==> config.mk <==
export PLATFORM = sky130hd
export DESIGN_NAME = fsk_frame_tx
export DESIGN_NICKNAME = d
export VERILOG_FILES = /design/src/rtl/fsk_pkg.sv /design/src/rtl/fsk_bit_timer.sv /design/src/rtl/fsk_frame_tx.sv
export SDC_FILE = /design/constraint.sdc
export NUM_CORES = 1
export LEC_CHECK = 0
export BUFFER_PORTS_ARGS = -buffer_cell sky130_fd_sc_hd__buf_2
export CELL_PAD_IN_SITES_DETAIL_PLACEMENT = 1
export CELL_PAD_IN_SITES_GLOBAL_PLACEMENT = 1
export CORE_ASPECT_RATIO = 0.6
export CORE_MARGIN = 1.5
export CORE_UTILIZATION = 49
export CTS_CLUSTER_DIAMETER = 100
export DETAILED_ROUTE_END_ITERATION = 8
export PLACE_DENSITY_LB_ADDON = 0.1
export SYNTH_ARGS = -nofsm -noshare
export SYNTH_HDL_FRONTEND = slang
export SYNTH_HIERARCHICAL = 1
export SYNTH_SLANG_ARGS = --single-unit
==> constraint.sdc <==
create_clock -name clk -period 6.31 [get_ports clk]
set_input_delay 1.262 -clock clk [delete_from_list [all_inputs] [get_ports clk]]
set_output_delay 1.262 -clock clk [all_outputs]
set_load 0.02 [all_outputs]
==> src/rtl/fsk_pkg.sv <==
// fsk_pkg: frame constants, state encoding and per-bit frame content shared by
// the FSK frame transmitter and its decoder.
package fsk_pkg;
   localparam logic [2:0] HEADER = 3'b111;
   localparam int HEADER_LEN = 3;
   localparam int DATA_W = 4;
   typedef enum logic [2:0] {S_IDLE, S_HEADER, S_DATA, S_PARITY, S_GAP} fsk_state_e;
   // Bit driven on the line for a given state and bit index; IDLE and GAP are 0.
   function automatic logic frame_bit(input fsk_state_e st, input logic [1:0] i,
                                      input logic [DATA_W-1:0] d);
      return st == S_HEADER ? HEADER[i] : st == S_DATA ? d[i] : st == S_PARITY ? ^d : 1'b0;
   endfunction
endpackage

==> src/rtl/fsk_bit_timer.sv <==
// fsk_bit_timer: modulo-CLKS_PER_BIT counter marking the first and last clock of
// each serial bit, plus a one-cycle lookahead of the last clock.
module fsk_bit_timer #(
   parameter int CLKS_PER_BIT = 1
) (
   input  logic clk,
   input  logic reset,
   input  logic start_i,
   input  logic run_i,
   output logic bit_strobe_o,
   output logic bit_end_o,
   output logic pre_end_o
);
   localparam int CW = 8;
   logic [CW-1:0] cnt_q, cnt_d;
   assign bit_end_o    = cnt_q == CW'(CLKS_PER_BIT - 1);
   assign cnt_d        = start_i ? '0 : (run_i && !bit_end_o) ? cnt_q + CW'(1) : '0;
   assign pre_end_o    = cnt_d == CW'(CLKS_PER_BIT - 1);
   assign bit_strobe_o = run_i && cnt_q == '0;
   always_ff @(posedge clk) begin
      if (!reset) cnt_q <= '0;
      else        cnt_q <= cnt_d;
   end
endmodule

==> src/rtl/fsk_frame_tx.sv <==
// fsk_frame_tx: serialises a nibble as header, LSB-first data, even parity and
// an idle gap, with each bit held CLKS_PER_BIT clocks.
module fsk_frame_tx
   import fsk_pkg::*;
#(
   parameter int CLKS_PER_BIT = 1,
   parameter int GAP_BITS     = 3
) (
   input  logic              clk,
   input  logic              reset,
   input  logic [DATA_W-1:0] data_in,
   input  logic              valid_in,
   output logic              ready_out,
   output logic              serial_out,
   output logic              bit_strobe,
   output logic              busy,
   output logic              frame_done
);
   localparam int IW = 8;
   fsk_state_e        state_q, state_d;
   logic [IW-1:0]     idx_q, idx_d, len;
   logic [DATA_W-1:0] data_q, data_d;
   logic              busy_q, busy_d, ready_q, ready_d, serial_q, serial_d, done_q, done_d;
   logic              xfer, last, bit_end, pre_end;

   fsk_bit_timer #(.CLKS_PER_BIT(CLKS_PER_BIT)) u_timer (
      .clk          (clk),
      .reset        (reset),
      .start_i      (xfer),
      .run_i        (busy_q),
      .bit_strobe_o (bit_strobe),
      .bit_end_o    (bit_end),
      .pre_end_o    (pre_end)
   );

   assign xfer = valid_in && ready_q;
   assign len  = state_q == S_HEADER ? IW'(HEADER_LEN) : state_q == S_DATA ? IW'(DATA_W) :
                 state_q == S_PARITY ? IW'(1) : IW'(GAP_BITS);
   assign last = idx_q == len - IW'(1);

   // Outputs are computed from next state so they are registered yet aligned with the bit.
   always_comb begin
      state_d = state_q;
      idx_d   = idx_q;
      data_d  = data_q;
      busy_d  = busy_q;
      if (xfer) begin
         state_d = S_HEADER;
         idx_d   = '0;
         data_d  = data_in;
         busy_d  = 1'b1;
      end else if (busy_q && bit_end) begin
         idx_d = last ? '0 : idx_q + IW'(1);
         if (last) begin
            case (state_q)
               S_HEADER: state_d = S_DATA;
               S_DATA:   state_d = S_PARITY;
               S_PARITY: state_d = S_GAP;
               default:  state_d = S_IDLE;
            endcase
            busy_d = state_q != S_GAP;
         end
      end
      serial_d = frame_bit(state_d, idx_d[1:0], data_d);
      ready_d  = state_d == S_IDLE;
      done_d   = state_d == S_GAP && idx_d == IW'(GAP_BITS - 1) && pre_end;
   end

   always_ff @(posedge clk) begin
      if (!reset) begin
         state_q  <= S_IDLE;
         idx_q    <= '0;
         data_q   <= '0;
         busy_q   <= 1'b0;
         ready_q  <= 1'b0;
         serial_q <= 1'b0;
         done_q   <= 1'b0;
      end else begin
         state_q  <= state_d;
         idx_q    <= idx_d;
         data_q   <= data_d;
         busy_q   <= busy_d;
         ready_q  <= ready_d;
         serial_q <= serial_d;
         done_q   <= done_d;
      end
   end

   assign ready_out  = ready_q;
   assign serial_out = serial_q;
   assign busy       = busy_q;
   assign frame_done = done_q;
endmodule

==> run metrics, run 1 <==
status completed; reg2reg end serial_out; clk sinks 27; Remaining DRCs 0; number of vias in the routed layout 1457; GRT overflow 0; number of I/O port buffers 11; vias per cell 5.83; sequential fraction of the synthesis area 31.9%; GRT Resource Usage Total 24.6%; Hold Path Stages 1; CP max stage delay 0.96 ns; R2R Path Start u_timer/cnt_q[0]; core box area 3280 um2; Die Y 48.6 um; WS Path Type flop to flop; EDFF count, synth 0; r2r setup slk 3.42 ns; Post-Syn Instances 198; Layout area overhead 6.05%; CTS Buffer Depth 2; overall power 0.332 mW; first-pass GRT wire length 7.31 mm; pin count of the biggest net entering global routing 16; H-tree lvl count 1; Max Cap Violations 0; Worst-Margin Slew 1.09 ns; Critical Path End Type flop; CP arrival 3.05 ns; boundary pin count 12; Pre-antenna DRT Iters 4; CTS tree done; Initial Util 51.6%; dpl hpwl 3.45 mm; depth of the worst register-to-register path 8; Final Hold Fails 0; CTS buffer count 3; drt total wl 4.36 mm; routability cong. 0.849; HP Class flop to flop; CP Buf/Inv Count 1; Synthesized Nets 208; Final Skew 0.00444 ns; Power Dens Cells 184 nW/um2; diode count 0; # setup viols final 0; Final ANT Viol Nets 0; fillers 414; CP delay by family, top compound AO/OA/AOI/OAI gates; Post-CTS Setup Inserts 0; initial antenna violation count 0; Fmax 346 MHz; die area 3830 um2; setup TNS 0 ns; Synth Register Bits 27; ys flop type dfxtp_1; Leakage 0.642 nW; synth top area cells dfxtp_1, xnor2_1, nor2_1, nand2_1, xor2_1; Synth Cell Area 1700 um2; Avg Cell Area, Syn 8.56 um2; multi-input combinational cell area 1070 um2; required time of the critical path 6.47 ns; Min-Delay Endpoint u_timer/cnt_q[0]; HP Start u_timer/cnt_q[0]; critical path cell sequence inv_1 > ha_1 > and4b_4 > and2_0 > nand3_1 > o311ai_0 > a211o_1 > o32ai_1; die width 78.9 um; Final period util 45.8%; CTS Hold Bufs 0; layout cells sized above 1 14.6%; Async SR Flop Fraction 0%; Resized cells post-CTS 0; relative slew slack 26.3%; register clock-pin slew on the reported worst setup and hold paths 0.10 ns; num rows 16; Synth top area share 31.9%; fin nets 216; dominant cell type by area after synthesis dfxtp_1; Yosys warning count 6; unrepaired setup endpoints after global routing no; FF/Latch Area 541 um2; Final Max Slew Viols 0; CP Max Fanout 8; Root Buffer clkbuf_8; Tmin final 2.89 ns; clock latency on the worst-skew pair 0.27 ns; Yosys cell types 55; worst hold slack 0.545 ns; drt wl/cell 17.4 um; CP max stage cell o311ai_0; critical path launch point type flop; vias in the first global route 1437; worst vdd ir 81.4 uV; drt initial violations 52
==> worst register-to-register path, cell delays in order, from the launching register on <==
cell and delay (ns):
dfxtp_1 0.40, inv_1 0.09, ha_1 0.15, and4b_4 0.33
and2_0 0.32, nand3_1 0.16, o311ai_0 0.96, a211o_1 0.27
o32ai_1 0.10
==> per-stage QoR <==
| step | area, um2 | setup WS [ns] | util, % | cells |
|---|---|---|---|---|
| floorplan | 1700 | 3.62 | - | 198 |
| global placement | 1750 | 3.42 | 53.4 | 246 |
| detailed placement | 1750 | 3.25 | 53.4 | 246 |
| CTS | 1800 | 3.44 | 54.8 | 250 |
| global route | 1800 | 3.21 | 54.8 | 250 |
| finish | 1800 | 3.42 | 54.8 | 250 |
==> report_power, final <==
part / leakage, nW / internal [mW] / switching [mW]
Clock: 0.0255 / 0.0443 / 0.0558
Combinational: 0.398 / 0.0195 / 0.0299
Sequential: 0.219 / 0.175 / 0.00712
==> state kept, by name, summed over array words and instances (netlist names) <==
signal and count:
busy 1, data_q 4, frame_done 1, idx_q 8
ready_out 1, serial_out 1, state_q 3, u_timer/cnt_q 8
==> worst max path at each step <==
stage,start,to,cells past startpoint
global placement,valid_in,serial_out,8
CTS,u_timer/cnt_q[0],bit_strobe,5
floorplan,valid_in,serial_out,7
detailed placement,valid_in,serial_out,8
finish,u_timer/cnt_q[0],serial_out,8
global route,u_timer/cnt_q[0],serial_out,8
==> cell usage after synthesis (4+ instances only) <==
cell type,count
nor2_1,28
dfxtp_1,27
xnor2_1,16
nand2_1,14
nand3_1,8
inv_1,7
xor2_1,6
a21oi_1,5
mux2i_1,5
nor2b_1,5
a31oi_1,4
and2_1,4
buf_4,4
nand4_1,4
nor3_1,4
nor4_1,4
==> cells in the final DEF, fill, tap and decap left out, types with 2 or more instances in the layout <==
cell and n:
nor2_1 28, dfxtp_1 27, xnor2_1 16, nand2_1 14
buf_2 11, nand3_1 8, inv_1 7, xor2_1 6
a21oi_1 5, mux2i_1 5, nor2b_1 5, nor3_1 4
and2_1 4, nor4_1 4, a31oi_1 4, nand4_1 4
nand2b_1 3, a21boi_0 3, ha_1 3, clkbuf_8 3
and2b_1 2, o2111ai_1 2, or3_4 2, o21ai_0 2
a211o_1 2, and3_1 2, o21a_1 2
==> layout make-up <==
cell class                 instances  area share, %
sequential                        27           30.1
inverter                           8           1.67
multi-input combinational        155           59.5
clock inverter                     1          0.278
tap                               45           3.13
timing repair buffer              11           3.06
clock buffer                       3           2.30
==> logic make-up after synthesis <==
logic type               Yosys count  synth area share [%]
AO/OA/AOI/OAI                     34                  16.0
XOR/XNOR                          22                  11.4
adder cells (fa/ha/maj)            3                  2.21
buffers and inverters             16                  5.02
flip-flops                        27                  31.9
multiplexers                       5                  2.95
AND/OR/NAND/NOR                   91                  30.6
==> metal layers <==
metal	up-vias	track usage (%)	part of all wire, %
met5	-	0	0
met4	0	1.75	0.30
met3	2	5.09	3.9
met2	27	36.9	43
met1	712	37.8	52
li1	716	-	-
Power figures use the tool's default switching activity.
==> run 2, diff against run 1 <==
--- a/config.mk
+++ b/config.mk
@@ -10,7 +10,7 @@
 export CELL_PAD_IN_SITES_GLOBAL_PLACEMENT = 1
 export CORE_ASPECT_RATIO = 0.6
 export CORE_MARGIN = 1.5
-export CORE_UTILIZATION = 49
+export CORE_UTILIZATION = 41
 export CTS_CLUSTER_DIAMETER = 100
 export DETAILED_ROUTE_END_ITERATION = 8
 export PLACE_DENSITY_LB_ADDON = 0.1
==> constraint.sdc (replaced) <==
create_clock -name clk -period 2.51 [get_ports clk]
set_input_delay 0.502 -clock clk [delete_from_list [all_inputs] [get_ports clk]]
set_output_delay 0.502 -clock clk [all_outputs]
set_load 0.02 [all_outputs]
==> run 2 against run 1 <==
  * Maximum frequency grew 25%
  * Combinational power grew to 2.7 times the previous value
  * Clock power grew to 2.6 times the previous value
  * Die area grew 18%
  * Clock-buffer cell count is the same
  * Sequential share of layout area shrank 1.8 points
  * Clock skew grew 0.0014 ns
  * Sequential power grew 150%
  * Core utilization shrank 4.5 points
  * First-iteration DRC count grew 52%
  * Hold slack lost 0.026 ns
  * Critical path type unchanged
  * Critical endpoint unchanged
==> run metrics, run 2 (synthesis gave the netlist of run 1 again) <==
required time of the critical path 2.68 ns; crit path capture serial_out; number of I/O port buffers 11; drt initial violations 79; HP Class flop to flop; Max Cap Violations 0; depth of the worst register-to-register path 10; Pre-antenna DRT Iters 5; CTS Buffer Depth 2; layout cells sized above 1 21.1%; critical path launch point type flop; clock latency on the worst-skew pair 0.28 ns; worst vdd ir 169 uV; Initial Util 44.5%; setup TNS 0 ns; CTS tree done; vias per cell 5.74; first-pass GRT wire length 7.36 mm; boundary pin count 12; vias in the first global route 1487; dpl cell area 1850 um2; Layout area overhead 13.0%; Critical Path End Type flop; CP arrival 2.49 ns; DP Cell Count 261; GRT Resource Usage Total 21.3%; relative slew slack 67.8%; Tmin final 2.32 ns; Die Y 52.8 um; die width 86.0 um; CP delay by family, top simple AND/OR/NAND/NOR gates; GRT overflow 0; Final Hold Fails 0; Final Skew 0.00585 ns; Layout Cells excl Fill 265; final instance area 1920 um2; CP Buf/Inv Count 2; num rows 17; Final Util 50.3%; Leakage 0.705 nW; status completed; Final ANT Viol Nets 0; dpl hpwl 3.48 mm; Root Buffer clkbuf_8; pin count of the biggest net entering global routing 17; WS Path Type flop to flop; most frequent cells in the layout nor2_1, dfxtp_1, xnor2_1; Worst-Margin Slew 0.482 ns; drt wl/cell 17.0 um; unrepaired setup endpoints after global routing no; Final Max Slew Viols 0; Levels on crit path 10; overall power 0.851 mW; CP Max Fanout 7; routability cong. 0.843; reg2reg end serial_out; pre-CTS setup slack 0.0809 ns; # setup viols final 0; CTS buffer count 3; most common cell after layout, fill and taps aside nor2_1; CP max stage delay 0.39 ns; Fmax 431 MHz; die area 4540 um2; core box area 3810 um2; CP max stage cell dfxtp_1; Final period util 92.5%; R2R Path Start u_timer/cnt_q[4]; Power Dens Cells 444 nW/um2; crit path from u_timer/cnt_q[4]; initial antenna violation count 0; drt total wl 4.50 mm; register clock-pin slew on the reported worst setup and hold paths 0.10 ns; clk sinks 27; Remaining DRCs 0; fin nets 229; worst hold slack 0.519 ns; Worst Slack Setup Final 0.188 ns; r2r setup slk 0.19 ns; Top Registers idx_q x8, u_timer/cnt_q x8, data_q x4; critical path cell sequence nor3_2 > and4b_4 > buf_4 > nand2_1 > nor4_1 > buf_4 > a31oi_1 > a2bb2oi_2 > a31oi_1 > o32ai_1; H-tree lvl count 1; number of vias in the routed layout 1521; diode count 0
-- run 2: changes by cell type in the layout (fill, tap and decap cells not counted), sizes merged --
cell / before / now
clkinv: 1 / 0
clkinvlp: 0 / 1
buf: 11 / 24
-- run 2: area by class of cell --
type	instances	area (um2)
Tap cell	47	58.8
Fill cell	457	1890
Clock inverter	1	7.51
Timing Repair Buffer	24	153
Inverter	8	30.0
Sequential cell	27	541
Clock buffer	3	41.3
Multi-Input combinational cell	155	1080
-- run 2: worst reg2reg max path: stages (launching register included) --
cell and delay [ns]:
dfxtp_1 0.39, nor3_2 0.14, and4b_4 0.25, buf_4 0.14
nand2_1 0.14, nor4_1 0.38, buf_4 0.21, a31oi_1 0.10
a2bb2oi_2 0.17, a31oi_1 0.20, o32ai_1 0.11
-- run 2: per-layer routing --
metal  global-route usage (%)  vias up  wire, um
li1                         -      742         -
met1                     31.5      741      2350
met4                     3.23        0         7
met5                        0        -         0
met3                     4.41        2       273
met2                     32.2       36      1880
-- run 2: worst min path at each step --
stage / startpoint / end / cells after the start / slack, ns
6_report: data_q[1] / data_q[1] / 2 / 0.52
5_1_grt: data_in[1] / data_q[1] / 3 / 0.53
4_1_cts: data_in[3] / data_q[3] / 3 / 0.51
3_5_place_dp: data_q[1] / data_q[1] / 2 / 0.51
3_3_place_gp: data_q[1] / data_q[1] / 2 / 0.52
2_1_floorplan: data_q[1] / data_q[1] / 2 / 0.47
-- run 2: report_power, final --
| part | total, mW | switching (mW) | leakage, nW | internal [mW] |
|---|---|---|---|---|
| clock | 0.261 | 0.148 | 0.0217 | 0.113 |
| combinational | 0.136 | 0.0771 | 0.465 | 0.0591 |
| sequential | 0.454 | 0.0141 | 0.219 | 0.440 |
-- run 2: what timing repair did --
item	CTS	global route
buffers inserted	0	0
gates resized for setup	0	4
hold buffers	0	0
setup endpoints to repair	0	1
==> run 3, diff against run 2 <==
--- a/config.mk
+++ b/config.mk
@@ -16,5 +16,4 @@
 export PLACE_DENSITY_LB_ADDON = 0.1
 export SYNTH_ARGS = -nofsm -noshare
 export SYNTH_HDL_FRONTEND = slang
-export SYNTH_HIERARCHICAL = 1
 export SYNTH_SLANG_ARGS = --single-unit
==> run 3 against run 2 <==
  * Clock-buffer cell count unchanged
  * Clock skew increased by 0.0023 ns
  * Clock power about the same
  * Core utilization decreased by 4.0 points
  * Final area decreased by 0.85%
  * Synthesized cell count increased by 3.0%
  * Critical path depth decreased by 1
  * Global-route usage increased by 2.0 points
  * Highest routed layer unchanged
==> run metrics, run 3 <==
Yosys cell types 60; Remaining DRCs 0; required time of the critical path 2.69 ns; layout cells sized above 1 18.5%; H-tree lvl count 1; Tmin final 2.30 ns; GRT overflow 0; Final Max Slew Viols 0; core box area 4100 um2; Synth Register Bits 27; fin nets 227; pin count of the biggest net entering global routing 17; dominant cell type by area after synthesis dfxtp_1; HP Class input pin to flop; Final Skew 0.00811 ns; vias in the first global route 1564; clk sinks 27; fillers 506; Root Buffer clkbuf_8; initial antenna violation count 0; FF/Latch Area 541 um2; Layout area overhead 8.82%; multi-input combinational cell area 1130 um2; Initial Util 42.6%; unrepaired setup endpoints after global routing yes; CP Max Fanout 9; Pre-antenna DRT Iters 5; Final Hold Fails 0; most common cell after layout, fill and taps aside dfxtp_1; register clock-pin slew on the reported worst setup and hold paths 0.10 ns; # setup viols final 0; Avg Cell Area, Syn 8.56 um2; critical path launch point type flop; vias per cell 5.67; most frequent cells in the layout dfxtp_1, nand2_1, nor2_1; worst vdd ir 202 uV; number of vias in the routed layout 1564; drt total wl 4.99 mm; clock latency on the worst-skew pair 0.28 ns; Worst Slack Setup Final 0.210 ns; Synth top area share 31.0%; relative slew slack 64.8%; Worst-Margin Slew 0.528 ns; CTS Buffer Depth 2; GRT Resource Usage Total 23.3%; CTS tree done; Yosys warning count 0; CTS buffer count 3; most common cell in the netlist dfxtp_1; WS Path Type flop to flop; first-pass GRT wire length 8.12 mm; routability cong. 0.821; drt wl/cell 18.1 um; Synth Cell Area 1750 um2; Async SR Flop Fraction 0%; Die Y 53.5 um; most common library cells after synthesis dfxtp_1, nand2_1, nor2_1, a21oi_1; Post-Syn Instances 204; pre-CTS setup slack 0.210 ns; status completed; ys flop type dfxtp_1; num rows 18; Fmax 435 MHz; Post-CTS Setup Inserts 0; die area 4670 um2; Final ANT Viol Nets 0; die width 87.2 um; Final Util 46.3%; Layout Cells excl Fill 276; Synthesized Nets 214; EDFF count, synth 0; boundary pin count 12; final instance area 1900 um2; drt initial violations 103; Power Dens Cells 446 nW/um2; number of I/O port buffers 11; Critical Path End Type flop; diode count 0; Top Registers idx_q x8, u_timer.cnt_q x8, data_q x4; synth top area cells dfxtp_1, xnor2_1, nand2_1, xor2_1, nor2_1; dpl cell area 1850 um2; dpl hpwl 3.93 mm; Max Cap Violations 0; CP arrival 2.48 ns; sequential fraction of the synthesis area 31.0%; Leakage 0.718 nW; Final period util 91.6%; DP Cell Count 272
run 3: metal layers:
metal	global-route usage, %	wire (um)	up-vias	part of all wire, %
met4	5.03	32	0	0.64
met1	34.5	2600	757	52
li1	-	-	764	-
met3	4.75	183	6	3.7
met5	0	0	-	0
met2	34.9	2170	37	44
run 3: final cells by class:
class	count	share of cell area (%)
clock buffers	3	2.17
clock inverters	1	0.395
inverters	7	1.38
multi-input cells	164	59.6
flip-flops and latches	27	28.5
well taps	60	3.95
repair buffers	14	4.08
run 3: worst max-delay path, stage by stage, from the launching register on:
cell      delay, ns
dfxtp_1        0.36
inv_1          0.10
ha_1           0.15
nor4b_4        0.28
nand4_2        0.25
a21o_2         0.34
and3_1         0.19
o211ai_1       0.18
nand4_1        0.13
a22o_1         0.21
run 3: where the power goes:
group | leakage (nW) | switching, mW | total (mW) | internal, mW
Clock | 0.0217 | 0.148 | 0.261 | 0.113
Combinational | 0.477 | 0.0821 | 0.130 | 0.0483
Sequential | 0.219 | 0.0161 | 0.456 | 0.440
run 3: cell families after synthesis:
family | after synthesis | share of synthesized area (%)
AOI/OAI and AO/OA | 42 | 17.1
xor gates and xnor gates | 19 | 9.53
adders and majority gates | 3 | 2.15
buffers and inverters | 13 | 4.52
DFF | 27 | 31.0
muxes | 7 | 4.37
and+or+nand+nor | 93 | 31.4
run 3: per-stage QoR:
stage / hold WS [ns] / total power [mW] / TNS (ns)
6_report: 0.487 / 0.847 / 0
3_3_place_gp: 0.445 / 0.586 / 0
5_1_grt: 0.483 / 0.891 / -0.0367
2_1_floorplan: 0.430 / 0.550 / 0
3_5_place_dp: 0.486 / 0.593 / 0
4_1_cts: 0.483 / 0.849 / 0
run 3: timing repair:
item | in CTS | in global routing
hold buffers | 0 | 0
setup endpoints to repair | 0 | 3
resized for setup | 0 | 2
run 3: final timing paths:
kind | startpoint | to | slack, ns | cells after the start
setup reg to reg | u_timer.cnt_q[0] | serial_out | 0.21 | 9
hold reg to reg | data_q[1] | data_q[1] | 0.50 | 2
setup / recovery | u_timer.cnt_q[0] | serial_out | 0.21 | 9
hold / removal | data_in[3] | data_q[3] | 0.49 | 3
